**config.mk**
```make
export PLATFORM = sky130hd
export DESIGN_NAME = seq_signed_mult8
export DESIGN_NICKNAME = d
export VERILOG_FILES = /design/src/rtl/seq_signed_mult8.sv
export SDC_FILE = /design/constraint.sdc
export NUM_CORES = 1
export LEC_CHECK = 0
export BUFFER_PORTS_ARGS = -buffer_cell sky130_fd_sc_hd__buf_2
export CAP_MARGIN = 10
export CELL_PAD_IN_SITES_DETAIL_PLACEMENT = 0
export CELL_PAD_IN_SITES_GLOBAL_PLACEMENT = 1
export CORE_MARGIN = 8
export CORE_UTILIZATION = 45
export CTS_CLUSTER_SIZE = 14
export DETAILED_ROUTE_END_ITERATION = 10
export PLACE_DENSITY_LB_ADDON = 0.1
export SKIP_LAST_GASP = 1
export SYNTH_ARGS = -nofsm -noshare
export SYNTH_HDL_FRONTEND = slang
export SYNTH_SLANG_ARGS = --single-unit
export TNS_END_PERCENT = 100
```
**constraint.sdc**
```tcl
create_clock -name clk -period 2.44 [get_ports clk]
set_input_delay 0.366 -clock clk [delete_from_list [all_inputs] [get_ports clk]]
set_output_delay 0.366 -clock clk [all_outputs]
set_load 0.02 [all_outputs]
```
**src/rtl/seq_signed_mult8.sv**
```systemverilog
// Sequential signed multiplier: magnitude shift-add, one partial product per cycle, sign fixup.
// Optional macro SEQ_MULT_EARLY_EXIT_EN ends RUN once the remaining multiplier bits are zero.
module seq_signed_mult8 #(
    parameter int unsigned WIDTH = 8
) (
    input  logic               clk,
    input  logic               rst_n,
    input  logic               start,
    input  logic [WIDTH-1:0]   A,
    input  logic [WIDTH-1:0]   B,
    output logic [2*WIDTH-1:0] P,
    output logic               busy,
    output logic               done
);

    localparam int unsigned CW = $clog2(WIDTH) + 1;

    typedef enum logic [1:0] {StIdle, StRun, StSign, StDone} state_e;

    state_e             state_q, state_d;
    logic [WIDTH-1:0]   mag_a_q, mag_a_d;
    logic [WIDTH-1:0]   mag_b_q, mag_b_d;
    logic               neg_q, neg_d;
    logic [2*WIDTH-1:0] acc_q, acc_d;
    logic [2*WIDTH-1:0] p_q, p_d;
    logic [CW-1:0]      cnt_q, cnt_d;

    logic [WIDTH-1:0]   pp;
    logic [WIDTH:0]     upper;
    logic [2*WIDTH-1:0] acc_step;
    logic               last_step;

    always_comb begin
        pp       = mag_a_q & {WIDTH{mag_b_q[0]}};
        upper    = {1'b0, acc_q[2*WIDTH-1:WIDTH]} + {1'b0, pp};
        acc_step = {upper, acc_q[WIDTH-1:1]};
`ifdef SEQ_MULT_EARLY_EXIT_EN
        last_step = (cnt_q == CW'(WIDTH - 1)) || ((mag_b_q >> 1) == '0);
`else
        last_step = (cnt_q == CW'(WIDTH - 1));
`endif
    end

    always_comb begin
        state_d = state_q;
        mag_a_d = mag_a_q;
        mag_b_d = mag_b_q;
        neg_d   = neg_q;
        acc_d   = acc_q;
        p_d     = p_q;
        cnt_d   = cnt_q;
        unique case (state_q)
            StIdle: begin
                if (start) begin
                    mag_a_d = A[WIDTH-1] ? (~A + 1'b1) : A;
                    mag_b_d = B[WIDTH-1] ? (~B + 1'b1) : B;
                    neg_d   = A[WIDTH-1] ^ B[WIDTH-1];
                    acc_d   = '0;
                    cnt_d   = '0;
                    state_d = StRun;
                end
            end
            StRun: begin
                mag_b_d = mag_b_q >> 1;
                cnt_d   = cnt_q + 1'b1;
                acc_d   = acc_step;
                if (last_step) begin
`ifdef SEQ_MULT_EARLY_EXIT_EN
                    // Skipped steps would only add zero and shift, so apply the shifts at once.
                    acc_d = acc_step >> (CW'(WIDTH - 1) - cnt_q);
`endif
                    state_d = StSign;
                end
            end
            StSign: begin
                if (acc_q == '0) begin
                    p_d = '0;
                end else begin
                    p_d = neg_q ? (~acc_q + 1'b1) : acc_q;
                end
                state_d = StDone;
            end
            StDone: begin
                state_d = StIdle;
            end
            default: state_d = StIdle;
        endcase
    end

    always_ff @(posedge clk or negedge rst_n) begin
        if (!rst_n) begin
            state_q <= StIdle;
            mag_a_q <= '0;
            mag_b_q <= '0;
            neg_q   <= 1'b0;
            acc_q   <= '0;
            p_q     <= '0;
            cnt_q   <= '0;
        end else begin
            state_q <= state_d;
            mag_a_q <= mag_a_d;
            mag_b_q <= mag_b_d;
            neg_q   <= neg_d;
            acc_q   <= acc_d;
            p_q     <= p_d;
            cnt_q   <= cnt_d;
        end
    end

    assign P    = p_q;
    assign busy = (state_q == StRun) || (state_q == StSign);
    assign done = (state_q == StDone);

endmodule

```
# ---- Word-level counts from Yosys, hierarchy flattened
# Index checks and enable logic that the tools add are counted.
dict set report word_totals {
  regBits 55
  elab_cells 43
  output_inout_bits 18
  inputBits 19
}
dict set report op_classes {
  mux 13
  reduce_logical 7
  addsub 5
  eq_ne 6
  bitwise 5
}
# operator n
set ops {}
lappend ops {{2-to-1 mux 16 bit} 3}
lappend ops {{one-hot mux 16 bit (2 select lines)} 1}
lappend ops {{2-to-1 mux 8 bit} 3}
lappend ops {{adder 16 x 1 -> 16 bit (second input constant)} 1}
lappend ops {{adder 8 x 1 -> 8 bit (second input constant)} 2}
lappend ops {{logical NOT 16 bit} 1}
lappend ops {{inverter 16 bit} 1}
lappend ops {{inverter 8 bit} 2}
lappend ops {{one-hot mux 8 bit (2 select lines)} 1}
lappend ops {{adder 8 x 8 -> 9 bit} 1}
lappend ops {{bitwise AND 8 bit} 1}
lappend ops {{one-hot mux 2 bit (4 select lines)} 1}
lappend ops {{one-hot mux 4 bit (2 select lines)} 1}
lappend ops {{AND reduction 2 bit} 3}
lappend ops {{adder 4 x 1 -> 4 bit (second input constant)} 1}
lappend ops {{== test 2 bit (second input constant)} 2}
lappend ops {{== test 4 x 3 -> 1 bit (second input constant)} 1}
lappend ops {{2-to-1 mux 2 bit} 2}
lappend ops {{2-to-1 mux 4 bit} 1}
lappend ops {{!= test 2 bit (second input constant)} 2}
lappend ops {{== test 2 x 1 -> 1 bit (second input constant)} 1}
lappend ops {{logical NOT 2 bit} 1}
lappend ops {{nonzero test 2 bit} 1}
lappend ops {{logical OR 1 bit} 1}
lappend ops {{bitwise XOR 1 bit} 1}

# ---- Logic depth before layout (Yosys ltp)
# Gate-level depths: netlist of run 1.
dict set report logic_depth {
  word_depth 5
  ltp_mapped 8
  ltp_nobuf 8
}

# ---- Worst setup path before layout of run 1
# Ideal clock, no wire load.
dict set report synth_timing {
  path_kind {register to register}
  start {register mag_b_q[0]}
  end {register acc_q[13]}
  setup_ps 121
  arrival_ps 1908
  slack_ps 411
  n_path_buf 0
  synth_period_minus_slack_ps 2029
  required_ps 2319
  path_stages_with_launch 9
  cell_sequence {dfrtp_1 and2_1 ha_1 fa_1 a21oi_1 o211ai_1 a211oi_1 a21oi_1 a22o_1}
}
dict set report synth_via {
  elab_chain_len 3
}
# item line
set synth_rtl {}
lappend synth_rtl {{start: declaration} 22} ;# logic [WIDTH-1:0] mag_b_q, mag_b_d;
lappend synth_rtl {{start signal: assignment} 102} ;# mag_b_q <= mag_b_d;
lappend synth_rtl {{bitwise AND 8 bit} 34} ;# pp = mag_a_q & {WIDTH{mag_b_q[0]}};
lappend synth_rtl {{adder 8 x 8 -> 9 bit} 35} ;# upper = {1'b0, acc_q[2*WIDTH-1:WIDTH]} + {1'b0, pp};
lappend synth_rtl {{one-hot mux 16 bit (2 select lines)} 52} ;# unique case (state_q)
lappend synth_rtl {{end signal: assignment} 96} ;# acc_q <= '0;
lappend synth_rtl {{end signal: assignment} 104} ;# acc_q <= acc_d;
lappend synth_rtl {{end: declaration} 24} ;# logic [2*WIDTH-1:0] acc_q, acc_d;
# Every way passes these cells.
# A chain may end at the register's enable or synchronous reset.

# ---- Final worst setup path of run 1
# Same ends and word-level chain as after synthesis.

==> summary.txt, run 1 <==
WP data required = 2640 ps
pwr dens = 1130 mW/mm2
Filler Cell Count = 692
critical path class = reg -> reg
Post-Syn Area = 0.00314 mm2
vias in the first global route = 2369
GRT Residual Overflow = 0
multi-input logic area = 0.00162 mm2
Starting Density = 46.3%
IO Count = 37
CTS tree = yes
drt pass-1 iters = 4
Place WS = 265 ps
layout cells sized above 1 = 16.6%
FF-to-FF Start = mag_b_q[0]
minimum clock period = 2170 ps
reg2reg end = acc_q[13]
Clk Latency, worst-skew pair = 300 ps
critical path launch point type = register
Routed Antenna Nets = 0
top cells by area, synth = dfrtp_1 (44%), ha_1 (6.4%), xor2_1 (5.3%), o21ai_0 (5.1%), nand2_1 (4.9%)
maxcap violations = 0
post-CTS sizing = 0
maximum clock path buffer count = 2
Fin Hold WS = 21.3 ps
post-route clock period utilization = 89.0%
Worst setup EP type = register
crit-path cells = and2_1, ha_1, fa_1, a21oi_1, o211ai_1, a211oi_1, a21oi_1, a22o_1
Final GP Congestion = 0.817
CTS Root Cell = clkbuf_8
placed cell count = 455
Worst setup endpoint = acc_q[13]
DRC Markers = 0
Area Overhead vs Synth = 11.9%
Die H = 99.6 um
leakage power = 0.00168 uW
Synth Net Count = 366
slowest CP cell = dfrtp_1
ys async rst share = 100%
Post-CTS Hold Fix Bufs = 0
Reg area = 0.00138 mm2
most frequent cell after synthesis = dfrtp_1
top_reg_cell synth = dfrtp_1
Setup WS post-layout = 269 ps
Max transition margin = 62.1%
worst hold path class = in -> async
Max IR drop VDD = 0.341 mV
routed len/inst = 13.0 um
H-Tree Depth = 2
max-slew violation count = 0
die area = 0.00992 mm2
Finished Layout Cells = 463
Worst-path clk slew = 100 ps
pin count of the biggest net entering global routing = 24
Synth top cells by count = dfrtp_1 (55), nand2_1 (41), o21ai_0 (32)
most area-hungry cell type in the Yosys netlist = dfrtp_1
Final Core Density = 51.8%
via count = 2327
Total Routed Length = 6040 um
Worst R2R Path Depth = 8
hpwl dp = 4640 um
Critical Path Max Stage Delay = 450 ps
initial antenna violation count = 0
Netlist cell types = 47
setup TNS = 0 ps
gr usage total = 13.3%
Synth Instances = 330
nets = 402
post-synth top area share = 43.8%
Fmax = 461 MHz
CORE AREA = 0.00679 mm2
clk_skew = 12.5 ps
setup violators final = 0
most used cell, CP = a21oi_1
Final Hold Viols = 0
Yosys reg bits = 55
Antenna diodes = 0
register area share after synthesis = 43.8%
Critical Path Start = mag_b_q[0]
Iteration-0 DRC Markers = 83
Chip Width = 99.6 um
first-pass GRT wire length = 11000 um
CP arrival = 2370 ps
measured slew at the worst slew-check pin = 567 ps
# rows = 30
Syn. warnings = 0
status = complete, no violations
IO Port Bufs = 36
EDFF count, synth = 0
syn_area_per_cell = 9.53 um2
unrepaired setup endpoints after global routing = no
TritonCTS Buffers = 5
via/cell ratio = 5.03
Critical Path Fanout Max = 9
# Post-CTS Setup Buffers = 0
reg2reg setup slack = 270 ps
clock sinks = 55
registers in the layout (all words and copies together), names as in the netlist:
| register | count |
|---|---|
| mag_a_q | 8 |
| acc_q | 16 |
| state_q | 2 |
| P | 16 |
| mag_b_q | 8 |
| neg_q | 1 |
| cnt_q | 4 |
worst max-delay path: cells and delay by family (launching register included):
family,cells,cell delay (ps)
DFF,1,450
AOI/OAI and AO/OA,5,840
adders and majority gates,2,610
and+or+nand+nor,1,170
layout by cell type, fill, tap and decap left out, types with 7 or more instances in the layout:
cell,count
xnor2_1,10
o22ai_1,14
buf_4,7
and2_1,10
a22o_1,10
nor2_1,16
xor2_1,19
o21ai_0,32
buf_2,36
nand2_1,41
ha_1,16
dfrtp_1,55
a21oi_1,10
inv_1,22
area by class of cell:
type                    count  area share (%)
clock buffers               6            2.06
flip-flops and latches     55            39.1
repair buffers             43            6.61
inverters                  22            2.35
well taps                  96            3.41
multi-input cells         239            46.1
clock inverters             2           0.355
power by group:
group          internal, uW  switching [uW]  total (uW)
Clock                   201             288         490
Combinational           823            1170        1990
Sequential             1220             286        1500
Total                  2240            1740        3980
cell families (layout without fill, tap and decap cells):
logic type | count (synthesis) | in the layout | synth area share (%)
adders and majority gates | 17 | 17 | 7.00
AOI/OAI and AO/OA | 89 | 89 | 18.5
xor gates and xnor gates | 29 | 29 | 8.08
buffers and inverters | 36 | 73 | 4.74
DFF | 55 | 55 | 43.8
and+or+nand+nor | 95 | 95 | 15.0
muxes | 9 | 9 | 2.94
routing by layer:
layer  global-route usage, %  share of wire [%]  vias up
met5                       0                  0        -
met4                    5.01                1.8        0
met3                    2.37                3.9       10
met2                    21.8                 44       46
met1                    16.9                 50     1048
li1                        -                  -     1223
through the flow:
stage / instance area [um2] / total power (uW)
after floorplan: 3140 / 3020
after global routing: 3520 / 4380
after CTS: 3520 / 4040
after detailed placement: 3430 / 3540
after global placement: 3430 / 3510
final: 3520 / 3980
worst min path at each step:
stage	startpoint	cells after the start	end
6_report	rst_n	1	state_q[0]
3_3_place_gp	rst_n	1	state_q[0]
3_5_place_dp	rst_n	1	state_q[0]
4_1_cts	rst_n	1	state_q[0]
2_1_floorplan	rst_n	0	P[0]
5_1_grt	rst_n	1	state_q[0]
(Power assumes the default switching activity.)
==> run 2, diff against run 1 <==
--- a/config.mk
+++ b/config.mk
@@ -13,7 +13,7 @@
 export CORE_UTILIZATION = 45
 export CTS_CLUSTER_SIZE = 14
 export DETAILED_ROUTE_END_ITERATION = 10
-export PLACE_DENSITY_LB_ADDON = 0.1
+export PLACE_DENSITY_LB_ADDON = 0.12
 export SKIP_LAST_GASP = 1
 export SYNTH_ARGS = -nofsm -noshare
 export SYNTH_HDL_FRONTEND = slang
==> run 2 against run 1 <==
Cell area is 0.21% lower. Critical path depth stayed put. Setup slack got worse by 37 ps. Via count fell by 0.60%. Die area unchanged. Register-to-register slack worse by 40 ps. Non-clock buffer count fell by 1. Clock skew down 4.9 ps.
==> summary.txt, run 2 (same netlist as run 1, synthesis figures left out) <==
gr usage total = 12.3% (was 13.3%)
initial antenna violation count = 0 (unchanged)
# Post-CTS Setup Buffers = 0 (unchanged)
H-Tree Depth = 2 (unchanged)
DRC Markers = 0 (unchanged)
Psw = 1720 uW (was 1740 uW)
Final GP Congestion = 0.821 (was 0.817)
Routed Antenna Nets = 0 (unchanged)
Clk Latency, worst-skew pair = 300 ps (about the same)
setup TNS = 0 ps (unchanged)
CP arrival = 2410 ps (was 2370 ps)
clock sinks = 55 (unchanged)
Critical Path Fanout Max = 9 (unchanged)
commonest non-fill, non-tap cell in the layout = dfrtp_1 (unchanged)
pwr dens = 1130 mW/mm2 (about the same)
leakage power = 0.00167 uW (was 0.00168 uW)
WP data required = 2640 ps (about the same)
Die H = 99.6 um (unchanged)
worst hold path class = in -> async (unchanged)
setup violators final = 0 (unchanged)
Fmax = 453 MHz (was 461 MHz)
minimum clock period = 2210 ps (was 2170 ps)
Area Overhead vs Synth = 11.7% (was 11.9%)
max-slew violation count = 0 (unchanged)
maximum clock path buffer count = 2 (unchanged)
first-pass GRT wire length = 10200 um (was 11000 um)
pin count of the biggest net entering global routing = 56 (was 24)
IO Port Bufs = 36 (unchanged)
critical path class = reg -> reg (unchanged)
critical path launch point type = register (unchanged)
maxcap violations = 0 (unchanged)
Seq pwr share = 37.9% (was 37.7%)
unrepaired setup endpoints after global routing = no (unchanged)
total internal power = 2240 uW (about the same)
GRT Residual Overflow = 0 (unchanged)
Antenna diodes = 0 (unchanged)
Worst-path clk slew = 100 ps (about the same)
via/cell ratio = 5.01 (was 5.03)
Worst setup EP type = register (unchanged)
Comb pwr share = 49.7% (was 50.0%)
routed len/inst = 12.5 um (was 13.0 um)
Iteration-0 DRC Markers = 60 (was 83)
nets = 401 (was 402)
CTS tree = yes (unchanged)
Max IR drop VDD = 0.284 mV (was 0.341 mV)
Net Sw Frac = 43.4% (was 43.8%)
layout cells sized above 1 = 16.4% (was 16.6%)
Starting Density = 46.3% (unchanged)
TritonCTS Buffers = 5 (unchanged)
Total Routed Length = 5770 um (was 6040 um)
via count = 2313 (was 2327)
post-CTS sizing = 0 (unchanged)
post-route clock period utilization = 90.5% (was 89.0%)
status = complete, no violations (unchanged)
CORE AREA = 0.00679 mm2 (unchanged)
clock share of power = 12.4% (was 12.3%)
hpwl dp = 4310 um (was 4640 um)
Final Hold Viols = 0 (unchanged)
Final Core Density = 51.7% (was 51.8%)
CTS Root Cell = clkbuf_8 (unchanged)
Max transition margin = 53.2% (was 62.1%)
clk_skew = 7.61 ps (was 12.5 ps)
# rows = 30 (unchanged)
die area = 0.00992 mm2 (unchanged)
drt pass-1 iters = 4 (unchanged)
Post-CTS Hold Fix Bufs = 0 (unchanged)
IO Count = 37 (unchanged)
vias in the first global route = 2264 (was 2369)
commonest non-fill, non-tap cells in the layout = dfrtp_1 (55), nand2_1 (41), buf_2 (36) (unchanged)
Chip Width = 99.6 um (unchanged)
measured slew at the worst slew-check pin = 701 ps (was 567 ps)
==> run 2: cell types whose count changed in the layout (fill, tap and decap cells not counted), sizes merged <==
cell  delta
buf      -1
==> run 2: area by class of cell <==
class	count	area [um2]
fill	643	3280
multi-input combinational	239	1620
sequential	55	1380
timing repair buffer	42	225
tap	96	120
inverter	22	82.6
clock buffer	6	72.6
clock inverter	2	12.5
==> run 2: per-stage QoR <==
step	hold WS [ps]	area, um2	worst slack (ps)	std cells	power, uW
final	178	3510	233	462	3960
after global routing	240	3510	19.3	462	4330
after CTS	204	3510	218	462	4020
after detailed placement	463	3430	228	454	3520
after global placement	457	3430	307	454	3500
after floorplan	70.4	3140	411	330	3020
==> run 2: routing by layer <==
metal / wire length (um) / GRT usage [%]
met1: 2970 / 16.0
met2: 2530 / 19.6
met3: 208 / 2.79
met4: 56 / 4.19
met5: 0 / 0
==> run 2: critical path: stages (launching register included) <==
cell and delay (ps):
dfrtp_1 450, and2_1 170, ha_1 210, fa_1 410, a21oi_1 250, o211ai_1 120
a211oi_1 230, a21oi_1 70, a22o_1 200
==> run 2: power groups by stage <==
stage / combinational [uW] / sequential (uW) / clock [uW]
after floorplan: 1490 / 1530 / 0
after global placement: 1990 / 1510 / 0
after detailed placement: 2000 / 1520 / 0
after CTS: 2000 / 1500 / 513
after global routing: 2240 / 1550 / 541
final: 1970 / 1500 / 490
==> run 2: path summary, 6_finish.rpt <==
kind	slack (ps)	end	cells past startpoint	from
max in group asynchronous	1780	acc_q[15]	2	rst_n
hold reg to reg	480	mag_a_q[2]	2	mag_a_q[2]
setup reg to reg	230	acc_q[13]	8	mag_b_q[0]
min in group clk	330	mag_b_q[7]	3	B[6]
setup / recovery	230	acc_q[13]	8	mag_b_q[0]
hold / removal	180	P[4]	2	rst_n
==> run 3, diff against run 2 <==
--- a/config.mk
+++ b/config.mk
@@ -5,12 +5,13 @@
 export SDC_FILE = /design/constraint.sdc
 export NUM_CORES = 1
 export LEC_CHECK = 0
+export ABC_AREA = 1
 export BUFFER_PORTS_ARGS = -buffer_cell sky130_fd_sc_hd__buf_2
 export CAP_MARGIN = 10
 export CELL_PAD_IN_SITES_DETAIL_PLACEMENT = 0
 export CELL_PAD_IN_SITES_GLOBAL_PLACEMENT = 1
 export CORE_MARGIN = 8
-export CORE_UTILIZATION = 45
+export CORE_UTILIZATION = 43
 export CTS_CLUSTER_SIZE = 14
 export DETAILED_ROUTE_END_ITERATION = 10
 export PLACE_DENSITY_LB_ADDON = 0.12
==> run 3 against run 2 <==
Die area up 7.8%. Combinational power up 32%. Sequential power up 5%. Core utilization down 3.4 points. Maximum frequency up 17%. Total power up 19%. Clock-buffer cell count down 1. Wire length up 22%. Hold slack worse by 140 ps. Final cell count up 28%. Synthesized cell count up 37%. Critical path type unchanged. Largest cell class unchanged. Highest routed layer unchanged.
==> summary.txt, run 3 <==
leakage power = 0.00203 uW (was 0.00167 uW)
layout cells sized above 1 = 12.5% (was 16.4%)
pwr dens = 1290 mW/mm2 (was 1130 mW/mm2)
IO Count = 37 (unchanged)
hpwl dp = 5630 um (was 4310 um)
Chip Width = 103 um (was 99.6 um)
Post-CTS Hold Fix Bufs = 0 (unchanged)
worst hold path class = in -> async (unchanged)
Area Overhead vs Synth = 11.2% (was 11.7%)
gr usage total = 15.1% (was 12.3%)
Reg area = 0.00138 mm2 (unchanged)
cell family with most CP delay = simple AND/OR/NAND/NOR gates (was compound AO/OA/AOI/OAI gates)
Yosys reg bits = 55 (unchanged)
via/cell ratio = 4.73 (was 5.01)
Post-Syn Area = 0.00328 mm2 (was 0.00314 mm2)
syn_area_per_cell = 7.27 um2 (was 9.53 um2)
maxcap violations = 0 (unchanged)
vias in the first global route = 2889 (was 2264)
critical path launch point type = register (unchanged)
Syn. warnings = 0 (unchanged)
CP Depth = 12 (was 8)
Worst R2R Path Depth = 12 (was 8)
H-Tree Depth = 2 (unchanged)
most area-hungry cell type in the Yosys netlist = dfrtp_1 (unchanged)
Synth Net Count = 488 (was 366)
Iteration-0 DRC Markers = 81 (was 60)
register area share after synthesis = 41.9% (was 43.8%)
max-slew violation count = 0 (unchanged)
Routed Antenna Nets = 0 (unchanged)
IO Port Bufs = 36 (unchanged)
WP data required = 2640 ps (about the same)
Die H = 103 um (was 99.6 um)
Synth Instances = 452 (was 330)
clk_skew = 11.9 ps (was 7.61 ps)
top cells by area, synth = dfrtp_1 (42%), nand2_1 (16%), ha_1 (6.1%), inv_1 (5.8%), nand3_1 (5.0%) (was dfrtp_1 (44%), ha_1 (6.4%), xor2_1 (5.3%), o21ai_0 (5.1%), nand2_1 (4.9%))
Filler Cell Count = 803 (was 643)
Critical Path Fanout Max = 9 (unchanged)
Max transition margin = 61.8% (was 53.2%)
top_reg_cell synth = dfrtp_1 (unchanged)
initial antenna violation count = 0 (unchanged)
Max IR drop VDD = 0.353 mV (was 0.284 mV)
setup TNS = 0 ps (unchanged)
Fmax = 529 MHz (was 453 MHz)
most used cell, CP = nand2_1 (was a21oi_1)
CORE AREA = 0.00757 mm2 (was 0.00679 mm2)
commonest non-fill, non-tap cell in the layout = nand2_1 (was dfrtp_1)
most frequent cell after synthesis = nand2_1 (was dfrtp_1)
Finished Layout Cells = 591 (was 462)
status = complete, no violations (unchanged)
first-pass GRT wire length = 12900 um (was 10200 um)
Worst-path clk slew = 100 ps (about the same)
commonest non-fill, non-tap cells in the layout = nand2_1 (140), dfrtp_1 (55), inv_1 (51) (was dfrtp_1 (55), nand2_1 (41), buf_2 (36))
Buf+Inv Stages, Crit Path = 1 (was 0)
met3 Use GR = 2.68% (was 2.79%)
gr busiest metal = met2 (unchanged)
CP arrival = 2090 ps (was 2410 ps)
Final GP Congestion = 0.876 (was 0.821)
slowest CP cell = dfrtp_1 (unchanged)
GRT Residual Overflow = 0 (unchanged)
Setup WS post-layout = 551 ps (was 233 ps)
TritonCTS Buffers = 5 (unchanged)
# Post-CTS Setup Buffers = 0 (unchanged)
critical path class = reg -> reg (unchanged)
multi-input logic area = 0.00163 mm2 (was 0.00162 mm2)
Antenna diodes = 0 (unchanged)
measured slew at the worst slew-check pin = 573 ps (was 701 ps)
pin count of the biggest net entering global routing = 26 (was 56)
placed cell count = 583 (was 454)
Worst setup EP type = register (unchanged)
CTS Root Cell = clkbuf_8 (unchanged)
via count = 2798 (was 2313)
setup violators final = 0 (unchanged)
post-route clock period utilization = 77.4% (was 90.5%)
Clk Latency, worst-skew pair = 310 ps (was 300 ps)
minimum clock period = 1890 ps (was 2210 ps)
maximum clock path buffer count = 2 (unchanged)
drt pass-1 iters = 4 (unchanged)
Synth top cells by count = nand2_1 (140), dfrtp_1 (55), inv_1 (51) (was dfrtp_1 (55), nand2_1 (41), o21ai_0 (32))
ys async rst share = 100% (unchanged)
Global Route met2 Usage = 26.3% (was 19.6%)
met1 GRT Util = 18.5% (was 16.0%)
Total Routed Length = 7060 um (was 5770 um)
die area = 0.0107 mm2 (was 0.00992 mm2)
Starting Density = 43.4% (was 46.3%)
unrepaired setup endpoints after global routing = no (unchanged)
CTS tree = yes (unchanged)
Final Core Density = 48.2% (was 51.7%)
crit-path cells = nand2_1, inv_1, ha_1, fa_1, nand3_1, nand2_1, nand2_1, nand2_1, nand3_1, nand2_1, nand2_1, nand2_1 (was and2_1, ha_1, fa_1, a21oi_1, o211ai_1, a211oi_1, a21oi_1, a22o_1)
post-CTS sizing = 0 (unchanged)
Place WS = 558 ps (was 228 ps)
Netlist cell types = 31 (was 47)
clock sinks = 55 (unchanged)
nets = 524 (was 401)
post-synth top area share = 41.9% (was 43.8%)
EDFF count, synth = 0 (unchanged)
Final Hold Viols = 0 (unchanged)
DRC Markers = 0 (unchanged)
Critical Path Max Stage Delay = 480 ps (was 450 ps)
routed len/inst = 11.9 um (was 12.5 um)
# rows = 32 (was 30)
-- run 3: cell types whose count changed in the layout (fill, tap and decap cells not counted), moves of 8 or more --
cell,previous run,this run
nand2_1,41,140
nand3_1,1,33
inv_1,22,51
nor2_1,16,41
a21oi_1,10,23
xor2_1,19,8
o21ai_1,0,10
a22o_1,10,1
and2_1,10,1
o21ai_0,32,23
xnor2_1,10,2
-- run 3: per-stage QoR --
| stage | area, um2 | power (uW) | hold WS (ps) |
|---|---|---|---|
| floorplan | 3280 | 3580 | 70.4 |
| global placement | 3560 | 4200 | 394 |
| global route | 3650 | 5250 | 75.6 |
| detailed placement | 3560 | 4240 | 396 |
| finish | 3650 | 4690 | 39.8 |
| CTS | 3650 | 4760 | 47.0 |
-- run 3: cell type report --
type / instances / share of cell area [%]
multi-input combinational: 328 / 44.7
clock buffer: 5 / 1.88
tap: 102 / 3.50
sequential: 55 / 37.7
inverter: 58 / 5.96
clock inverter: 3 / 0.514
timing repair buffer: 40 / 5.76
-- run 3: worst paths after layout --
kind                               to  slack, ps  startpoint
setup / recovery            acc_q[15]        550  mag_b_q[0]
hold reg to reg                 P[12]        480       P[12]
hold / removal               acc_q[2]         40       rst_n
max in group asynchronous  mag_a_q[1]       1760       rst_n
setup reg to reg            acc_q[15]        550  mag_b_q[0]
min in group clk           mag_b_q[7]        360        B[5]
-- run 3: kinds of logic after synthesis --
group	Yosys count	synth area share, %
simple gates	232	29.1
buf+inv	69	8.42
compound gates	69	11.2
flops	55	41.9
fa+ha+maj	17	6.70
xor+xnor	10	2.67
-- run 3: power breakdown --
group	internal [uW]	switching (uW)	leakage [uW]
clock	203	303	0.0000483
sequential	1280	297	0.000711
combinational	897	1710	0.00127
total	2390	2310	0.00203
-- run 3: worst reg2reg max path: cells and delay by family (launching register included) --
| family | cells | cell delay [ps] |
|---|---|---|
| DFF | 1 | 480 |
| adders and majority gates | 2 | 630 |
| and+or+nand+nor | 9 | 650 |
| buffers and inverters | 1 | 50 |
-- run 3: metal layers --
layer,routed length [um],vias up,part of all wire (%)
met2,3280,46,46
met4,78,0,1.1
li1,-,1513,-
met1,3420,1232,48
met5,0,-,0
met3,278,7,3.9
